**config.mk**
```make
export PLATFORM = sky130hd
export DESIGN_NAME = regfile_write_arbiter_flat
export DESIGN_NICKNAME = d
export VERILOG_FILES = /design/src/rtl/regfile_write_arbiter_if.sv /design/src/rtl/regfile_write_arbiter.sv /design/src/flat_wrapper.sv
export SDC_FILE = /design/constraint.sdc
export NUM_CORES = 1
export LEC_CHECK = 0
export ABC_AREA = 1
export CAP_MARGIN = 20
export CORE_MARGIN = 5
export CORE_UTILIZATION = 50
export DETAILED_ROUTE_END_ITERATION = 8
export PLACE_DENSITY = 0.84
export SLEW_MARGIN = 25
export SYNTH_ARGS = -nofsm -noshare
export SYNTH_HDL_FRONTEND = slang
export SYNTH_SLANG_ARGS = --single-unit
```
**constraint.sdc**
```tcl
create_clock -name clock -period 3.7 [get_ports clock]
set_input_delay 0.74 -clock clock [delete_from_list [all_inputs] [get_ports clock]]
set_output_delay 0.74 -clock clock [all_outputs]
set_load 0.05 [all_outputs]
```
**src/rtl/regfile_write_arbiter_if.sv**
```systemverilog
// Writeback request, register-file write port and scoreboard query bundle
// for the regfile write arbiter.
interface regfile_write_arbiter_if;
    logic        alu_valid;
    logic        alu_ready;
    logic [4:0]  alu_rd;
    logic [31:0] alu_data;
    logic        ld_valid;
    logic        ld_ready;
    logic [4:0]  ld_rd;
    logic [31:0] ld_data;
    logic        write_enable;
    logic [4:0]  addr_rd;
    logic [31:0] data_rd;
    logic [4:0]  query_rs1;
    logic [4:0]  query_rs2;
    logic        busy_rs1;
    logic        busy_rs2;

    modport master (
        output alu_valid, alu_rd, alu_data,
        output ld_valid, ld_rd, ld_data,
        output query_rs1, query_rs2,
        input  alu_ready, ld_ready,
        input  write_enable, addr_rd, data_rd,
        input  busy_rs1, busy_rs2
    );

    modport slave (
        input  alu_valid, alu_rd, alu_data,
        input  ld_valid, ld_rd, ld_data,
        input  query_rs1, query_rs2,
        output alu_ready, ld_ready,
        output write_enable, addr_rd, data_rd,
        output busy_rs1, busy_rs2
    );
endinterface

```
**src/rtl/regfile_write_arbiter.sv**
```systemverilog
// Two-requester register-file write arbiter: per-requester write FIFOs,
// round-robin single write port, and a pending-write scoreboard for decode.
module regfile_write_arbiter #(
    parameter int unsigned DEPTH = 2
) (
    input logic                    clock,
    input logic                    reset_n,
    regfile_write_arbiter_if.slave bus
);
    localparam int unsigned NREQ   = 2;
    localparam int unsigned RD_W   = 5;
    localparam int unsigned DATA_W = 32;
    localparam int unsigned NREG   = 32;
    localparam int unsigned PTR_W  = $clog2(DEPTH);
    localparam int unsigned CNT_W  = $clog2(DEPTH + 1);

    typedef struct packed {
        logic [RD_W-1:0]   rd;
        logic [DATA_W-1:0] data;
    } wr_entry_t;

    typedef logic [PTR_W-1:0] ptr_t;
    typedef logic [CNT_W-1:0] cnt_t;

    wr_entry_t         mem_q    [NREQ][DEPTH];
    wr_entry_t         mem_d    [NREQ][DEPTH];
    ptr_t              wr_ptr_q [NREQ];
    ptr_t              wr_ptr_d [NREQ];
    ptr_t              rd_ptr_q [NREQ];
    ptr_t              rd_ptr_d [NREQ];
    cnt_t              count_q  [NREQ];
    cnt_t              count_d  [NREQ];
    logic [NREQ-1:0]   ready_q, ready_d;
    logic              last_grant_q, last_grant_d;
    logic              we_q, we_d;
    logic [RD_W-1:0]   addr_q, addr_d;
    logic [DATA_W-1:0] data_q, data_d;

    wr_entry_t         push_entry [NREQ];
    logic [NREQ-1:0]   push_valid;
    logic [NREQ-1:0]   push;
    logic [NREQ-1:0]   nonempty;
    logic [NREQ-1:0]   grant;
    logic [NREG-1:0]   pending_c;

    // Queue push/pop, round-robin grant and write-port update.
    always_comb begin : next_state
        mem_d        = mem_q;
        wr_ptr_d     = wr_ptr_q;
        rd_ptr_d     = rd_ptr_q;
        count_d      = count_q;
        ready_d      = ready_q;
        last_grant_d = last_grant_q;
        we_d         = 1'b0;
        addr_d       = addr_q;
        data_d       = data_q;

        push_valid    = {bus.ld_valid, bus.alu_valid};
        push_entry[0] = wr_entry_t'{rd: bus.alu_rd, data: bus.alu_data};
        push_entry[1] = wr_entry_t'{rd: bus.ld_rd,  data: bus.ld_data};
        push          = '0;

        for (int r = 0; r < NREQ; r++) begin
            nonempty[r] = (count_q[r] != '0);
        end
        // last_grant_q == 1 means the load unit won last, so ALU has priority.
        grant[0] = nonempty[0] && (!nonempty[1] || last_grant_q);
        grant[1] = nonempty[1] && !grant[0];

        for (int r = 0; r < NREQ; r++) begin
            // Writes to x0 complete the handshake but never enter the queue.
            push[r] = push_valid[r] && ready_q[r] && (push_entry[r].rd != '0);
            if (push[r]) begin
                mem_d[r][wr_ptr_q[r]] = push_entry[r];
                wr_ptr_d[r]           = wr_ptr_q[r] + ptr_t'(1);
            end
            if (grant[r]) begin
                rd_ptr_d[r] = rd_ptr_q[r] + ptr_t'(1);
            end
            if (push[r] && !grant[r]) begin
                count_d[r] = count_q[r] + cnt_t'(1);
            end else if (!push[r] && grant[r]) begin
                count_d[r] = count_q[r] - cnt_t'(1);
            end
            ready_d[r] = (count_d[r] < cnt_t'(DEPTH));
        end

        if (grant[0]) begin
            we_d         = 1'b1;
            addr_d       = mem_q[0][rd_ptr_q[0]].rd;
            data_d       = mem_q[0][rd_ptr_q[0]].data;
            last_grant_d = 1'b0;
        end else if (grant[1]) begin
            we_d         = 1'b1;
            addr_d       = mem_q[1][rd_ptr_q[1]].rd;
            data_d       = mem_q[1][rd_ptr_q[1]].data;
            last_grant_d = 1'b1;
        end
    end

    // Scoreboard: every live queue entry plus the write currently on the port.
    always_comb begin : scoreboard
        ptr_t offset;
        offset    = '0;
        pending_c = '0;
        for (int r = 0; r < NREQ; r++) begin
            for (int i = 0; i < DEPTH; i++) begin
                offset = ptr_t'(i) - rd_ptr_q[r];
                if (cnt_t'(offset) < count_q[r]) begin
                    pending_c[mem_q[r][i].rd] = 1'b1;
                end
            end
        end
        if (we_q) begin
            pending_c[addr_q] = 1'b1;
        end
        pending_c[0] = 1'b0;
    end

    always_ff @(posedge clock or negedge reset_n) begin
        if (!reset_n) begin
            mem_q        <= '{default: '0};
            wr_ptr_q     <= '{default: '0};
            rd_ptr_q     <= '{default: '0};
            count_q      <= '{default: '0};
            ready_q      <= '0;
            last_grant_q <= 1'b1;
            we_q         <= 1'b0;
            addr_q       <= '0;
            data_q       <= '0;
        end else begin
            mem_q        <= mem_d;
            wr_ptr_q     <= wr_ptr_d;
            rd_ptr_q     <= rd_ptr_d;
            count_q      <= count_d;
            ready_q      <= ready_d;
            last_grant_q <= last_grant_d;
            we_q         <= we_d;
            addr_q       <= addr_d;
            data_q       <= data_d;
        end
    end

    assign bus.alu_ready    = ready_q[0];
    assign bus.ld_ready     = ready_q[1];
    assign bus.write_enable = we_q;
    assign bus.addr_rd      = addr_q;
    assign bus.data_rd      = data_q;
    assign bus.busy_rs1     = pending_c[bus.query_rs1];
    assign bus.busy_rs2     = pending_c[bus.query_rs2];

endmodule

```
**src/flat_wrapper.sv**
```systemverilog
// flat-port wrapper written by rule: the top's interface ports become plain ports
module regfile_write_arbiter_flat 
#(
    parameter int unsigned DEPTH = 2
)
  (clock, reset_n, bus_alu_valid, bus_alu_rd, bus_alu_data, bus_ld_valid, bus_ld_rd, bus_ld_data, bus_query_rs1, bus_query_rs2, bus_alu_ready, bus_ld_ready, bus_write_enable, bus_addr_rd, bus_data_rd, bus_busy_rs1, bus_busy_rs2);
  regfile_write_arbiter_if bus_i ();
  input logic clock;
  input logic reset_n;
  input wire logic [$bits(bus_i.alu_valid)-1:0] bus_alu_valid;
  input wire logic [$bits(bus_i.alu_rd)-1:0] bus_alu_rd;
  input wire logic [$bits(bus_i.alu_data)-1:0] bus_alu_data;
  input wire logic [$bits(bus_i.ld_valid)-1:0] bus_ld_valid;
  input wire logic [$bits(bus_i.ld_rd)-1:0] bus_ld_rd;
  input wire logic [$bits(bus_i.ld_data)-1:0] bus_ld_data;
  input wire logic [$bits(bus_i.query_rs1)-1:0] bus_query_rs1;
  input wire logic [$bits(bus_i.query_rs2)-1:0] bus_query_rs2;
  output wire logic [$bits(bus_i.alu_ready)-1:0] bus_alu_ready;
  output wire logic [$bits(bus_i.ld_ready)-1:0] bus_ld_ready;
  output wire logic [$bits(bus_i.write_enable)-1:0] bus_write_enable;
  output wire logic [$bits(bus_i.addr_rd)-1:0] bus_addr_rd;
  output wire logic [$bits(bus_i.data_rd)-1:0] bus_data_rd;
  output wire logic [$bits(bus_i.busy_rs1)-1:0] bus_busy_rs1;
  output wire logic [$bits(bus_i.busy_rs2)-1:0] bus_busy_rs2;
  assign bus_i.alu_valid = bus_alu_valid;
  assign bus_i.alu_rd = bus_alu_rd;
  assign bus_i.alu_data = bus_alu_data;
  assign bus_i.ld_valid = bus_ld_valid;
  assign bus_i.ld_rd = bus_ld_rd;
  assign bus_i.ld_data = bus_ld_data;
  assign bus_i.query_rs1 = bus_query_rs1;
  assign bus_i.query_rs2 = bus_query_rs2;
  assign bus_alu_ready = bus_i.alu_ready;
  assign bus_ld_ready = bus_i.ld_ready;
  assign bus_write_enable = bus_i.write_enable;
  assign bus_addr_rd = bus_i.addr_rd;
  assign bus_data_rd = bus_i.data_rd;
  assign bus_busy_rs1 = bus_i.busy_rs1;
  assign bus_busy_rs2 = bus_i.busy_rs2;
  regfile_write_arbiter #(.DEPTH(DEPTH)) u_core (.clock(clock), .reset_n(reset_n), .bus(bus_i));
endmodule
```
==> flow_summary.toml <==
[timing]
skew_ns = 0.0200
worst_pin_slew_ns = 0.684
hold_viol = 0
maxSlewHeadroom_pct = 54.4
rsz0062_at_grt = "false"
max_freq_ghz = 0.289
min_period_ns = 3.46
finalSetupTns_ns = 0
slew_viol_final = 0
fin_crit_sh_pct = 93.4
setup_viol = 0

[floorplan]
core-area_um2 = 21000
ios = 130
core.rowCount = 53
dieArea_um2 = 24300
die_w_um = 156
start_util_pct = 50.6
die_y_um = 156

[critical_path]
crit_type = "reg -> out"
crit_path_top_delay_cell = "dfrtp_1"
timing.rr.start = "u_core.count_q[1]"
rr_worst_depth = 8
max_stage_delay_ns = 0.44
path_buf_inv = 3
critPathArrivalTime_ns = 2.72
critPathCaptureType = "output port"
crit_fanout = 45
worstPathRequired_ns = 2.96
cp_cell_sequence = "buf_12 > nand2_1 > nand2_2 > nand2_1 > inv_1 > nand2_1 > nand3_1 > nor2_1 > nor2_1 > nor2_1 > nand2_1 > nand3_1 > nand2_1 > nand2_1 > nand2_1 > buf_4"
crit_family = "simple AND/OR/NAND/NOR gates"
regToRegSetupSlack_ns = 1.25
worst_path_most_repeated_cell = "nand2_1"
timing.rr.end = "u_core.bus.data_rd[18]"
startpoint_type = "flip-flop"

[layout]
fillers = 1864
final_cell_mix = "nand2_1 (500), dfrtp_1 (195), o21ai_0 (171)"
seqCellArea_um2 = 4930
multi_input_area_um2 = 4870
fin_area_um2 = 12800
fin_cells = 1869
synthToLayoutAreaGrowth_pct = 20.2
num-nets-final = 1675
antennaDiodeCount = 0
utilization_pct = 60.9
drive_above_1_share_pct = 5.27
final_common_cell = "nand2_1"

[global_routing]
grt_pass1_wl_um = 52600
grt_pass1_vias = 10100
grtUsageTotal_pct = 27.2
antenna_found_initial = 0
grt_max_degree = 86
grt_overflow = 0

[clock_network]
cts.sinks = 197
cts_tree = "done"
clk_pin_slew_ns = 0.08
cts.htree.levels = 4
cts_inserted_buffers = 17
root_buffer = "clkbuf_16"
insertion_delay_ns = 0.45
clockBufferDepth = 2
postCtsSetupBuffers = 0

[synthesis]
yosys.cell_types.count = 32
synth_nets = 1574
synth_top_area_cell = "dfrtp_1"
seq_area_frac_synth_pct = 46.3
synth_cells = 1480
synth_area_um2 = 10600
yosys_warnings = 0
synthTopCellsByArea = "dfrtp_1 (46%), nand2_1 (18%), o21ai_0 (8.0%)"
avgSynthCellArea_um2 = 7.19
synth-seq-cells = 197
yosys.area.top_type_share_pct = 46.1

[drt]
routed_wl_um = 33100
vias = 10400
ant_nets = 0
drc = 0
wl_per_cell_um = 17.7
firstDrtPassIters = 7
drt_iter0_drc = 1218
viasPerCell = 5.58

[min_path]
hold_path_class = "in -> async"

[run_status]
status = "finished clean"

[placement]
place_area_um2 = 12200
port_buffers = 129
gp_congestion = 1.06
dp_cells = 1837
dp_hpwl_um = 23600

[power_and_ir_drop]
power_density_nw_per_um2 = 878
leakage_nw = 6.34
ir_drop_uv = 631

[job]
drv_cap = 0
==> area by class of cell <==
| class | instances | share of cell area, % |
|---|---|---|
| multi-input combinational | 1069 | 38.1 |
| timing repair buffer | 147 | 11.6 |
| inverter | 149 | 4.41 |
| clock buffer | 17 | 3.33 |
| sequential | 197 | 38.6 |
| tap | 275 | 2.69 |
| clock inverter | 15 | 1.30 |
==> routing by layer <==
metal / GRT usage [%] / vias up / wire (µm)
met4: 11.0 / 0 / 1240
li1: - / 4942 / -
met1: 36.4 / 4912 / 13500
met5: 0 / - / 0
met2: 43.8 / 498 / 15700
met3: 5.41 / 86 / 2610
==> worst max-delay path by stage <==
stage,start,endpoint,slack [ns],cells after the start
2_1_floorplan,bus_query_rs1[0],bus_busy_rs1,0.84,11
3_3_place_gp,bus_query_rs1[0],bus_busy_rs1,0.39,12
3_5_place_dp,bus_query_rs1[0],bus_busy_rs1,0.36,12
4_1_cts,u_core.rd_ptr_q[1],bus_busy_rs2,0.14,16
5_1_grt,u_core.rd_ptr_q[1],bus_busy_rs1,0.05,14
6_report,u_core.rd_ptr_q[1],bus_busy_rs1,0.24,16
==> state kept, by name, summed over array words and instances, names as in the netlist <==
name and count:
u_core.mem_q 148, u_core.bus.data_rd 32, u_core.bus.addr_rd 5, u_core.count_q 4
u_core.rd_ptr_q 2, u_core.ready_q 2, u_core.wr_ptr_q 2, u_core.bus.write_enable 1
u_core.last_grant_q 1
==> power breakdown <==
part	leakage, nW	total [W]	internal, W	switching (W)
clock network	0.288	0.00186	0.000918	0.000938
logic	3.57	0.00543	0.00176	0.00367
registers	2.48	0.00395	0.00314	0.000802
total	6.34	0.0112	0.00582	0.00541
==> cells in the mapped netlist <==
cell type  number
clkbuf_1       38
inv_2           5
buf_4           3
dfrtp_1       196
nand2_4         2
a21oi_2         1
dfstp_2         1
a21oi_4         2
nand2_2         1
o22ai_1         3
xor2_1          2
a221o_1        32
nor2_2          3
buf_6           3
buf_2          21
a21oi_1        49
nor2_1        150
and2_1          1
inv_1         141
inv_4           1
nand2_1       503
or2_0           1
nor3_2          4
o21ai_0       171
clkinv_1        2
nand3_1       121
nor3_1          8
or2_2           2
o211ai_1        4
o21ai_4         1
ha_1            6
nand3_2         2
==> through the flow <==
step | worst slack, ns | total power, W | hold WS (ns)
6_report | 0.244 | 0.0112 | 0.310
5_1_grt | 0.0471 | 0.0120 | 0.357
3_3_place_gp | 0.391 | 0.00906 | 0.465
3_5_place_dp | 0.365 | 0.00924 | 0.473
4_1_cts | 0.143 | 0.0112 | 0.332
2_1_floorplan | 0.836 | 0.00748 | 0.444
==> what timing repair did <==
item,in CTS,in global routing
endpoints found under the hold margin,0,0
hold buffers,0,0
gates resized for setup,0,9
setup endpoints to repair,0,2
==> kinds of logic (layout without fill, tap and decap cells) <==
logic type / Yosys count / count (layout) / synth area share [%]
buf+inv: 214 / 328 / 8.13
xor+xnor: 2 / 2 / 0.165
flops: 197 / 197 / 46.3
simple gates: 798 / 798 / 30.3
compound gates: 263 / 263 / 14.3
fa+ha+maj: 6 / 6 / 0.705
No activity file was read; power rests on OpenSTA's default activity.
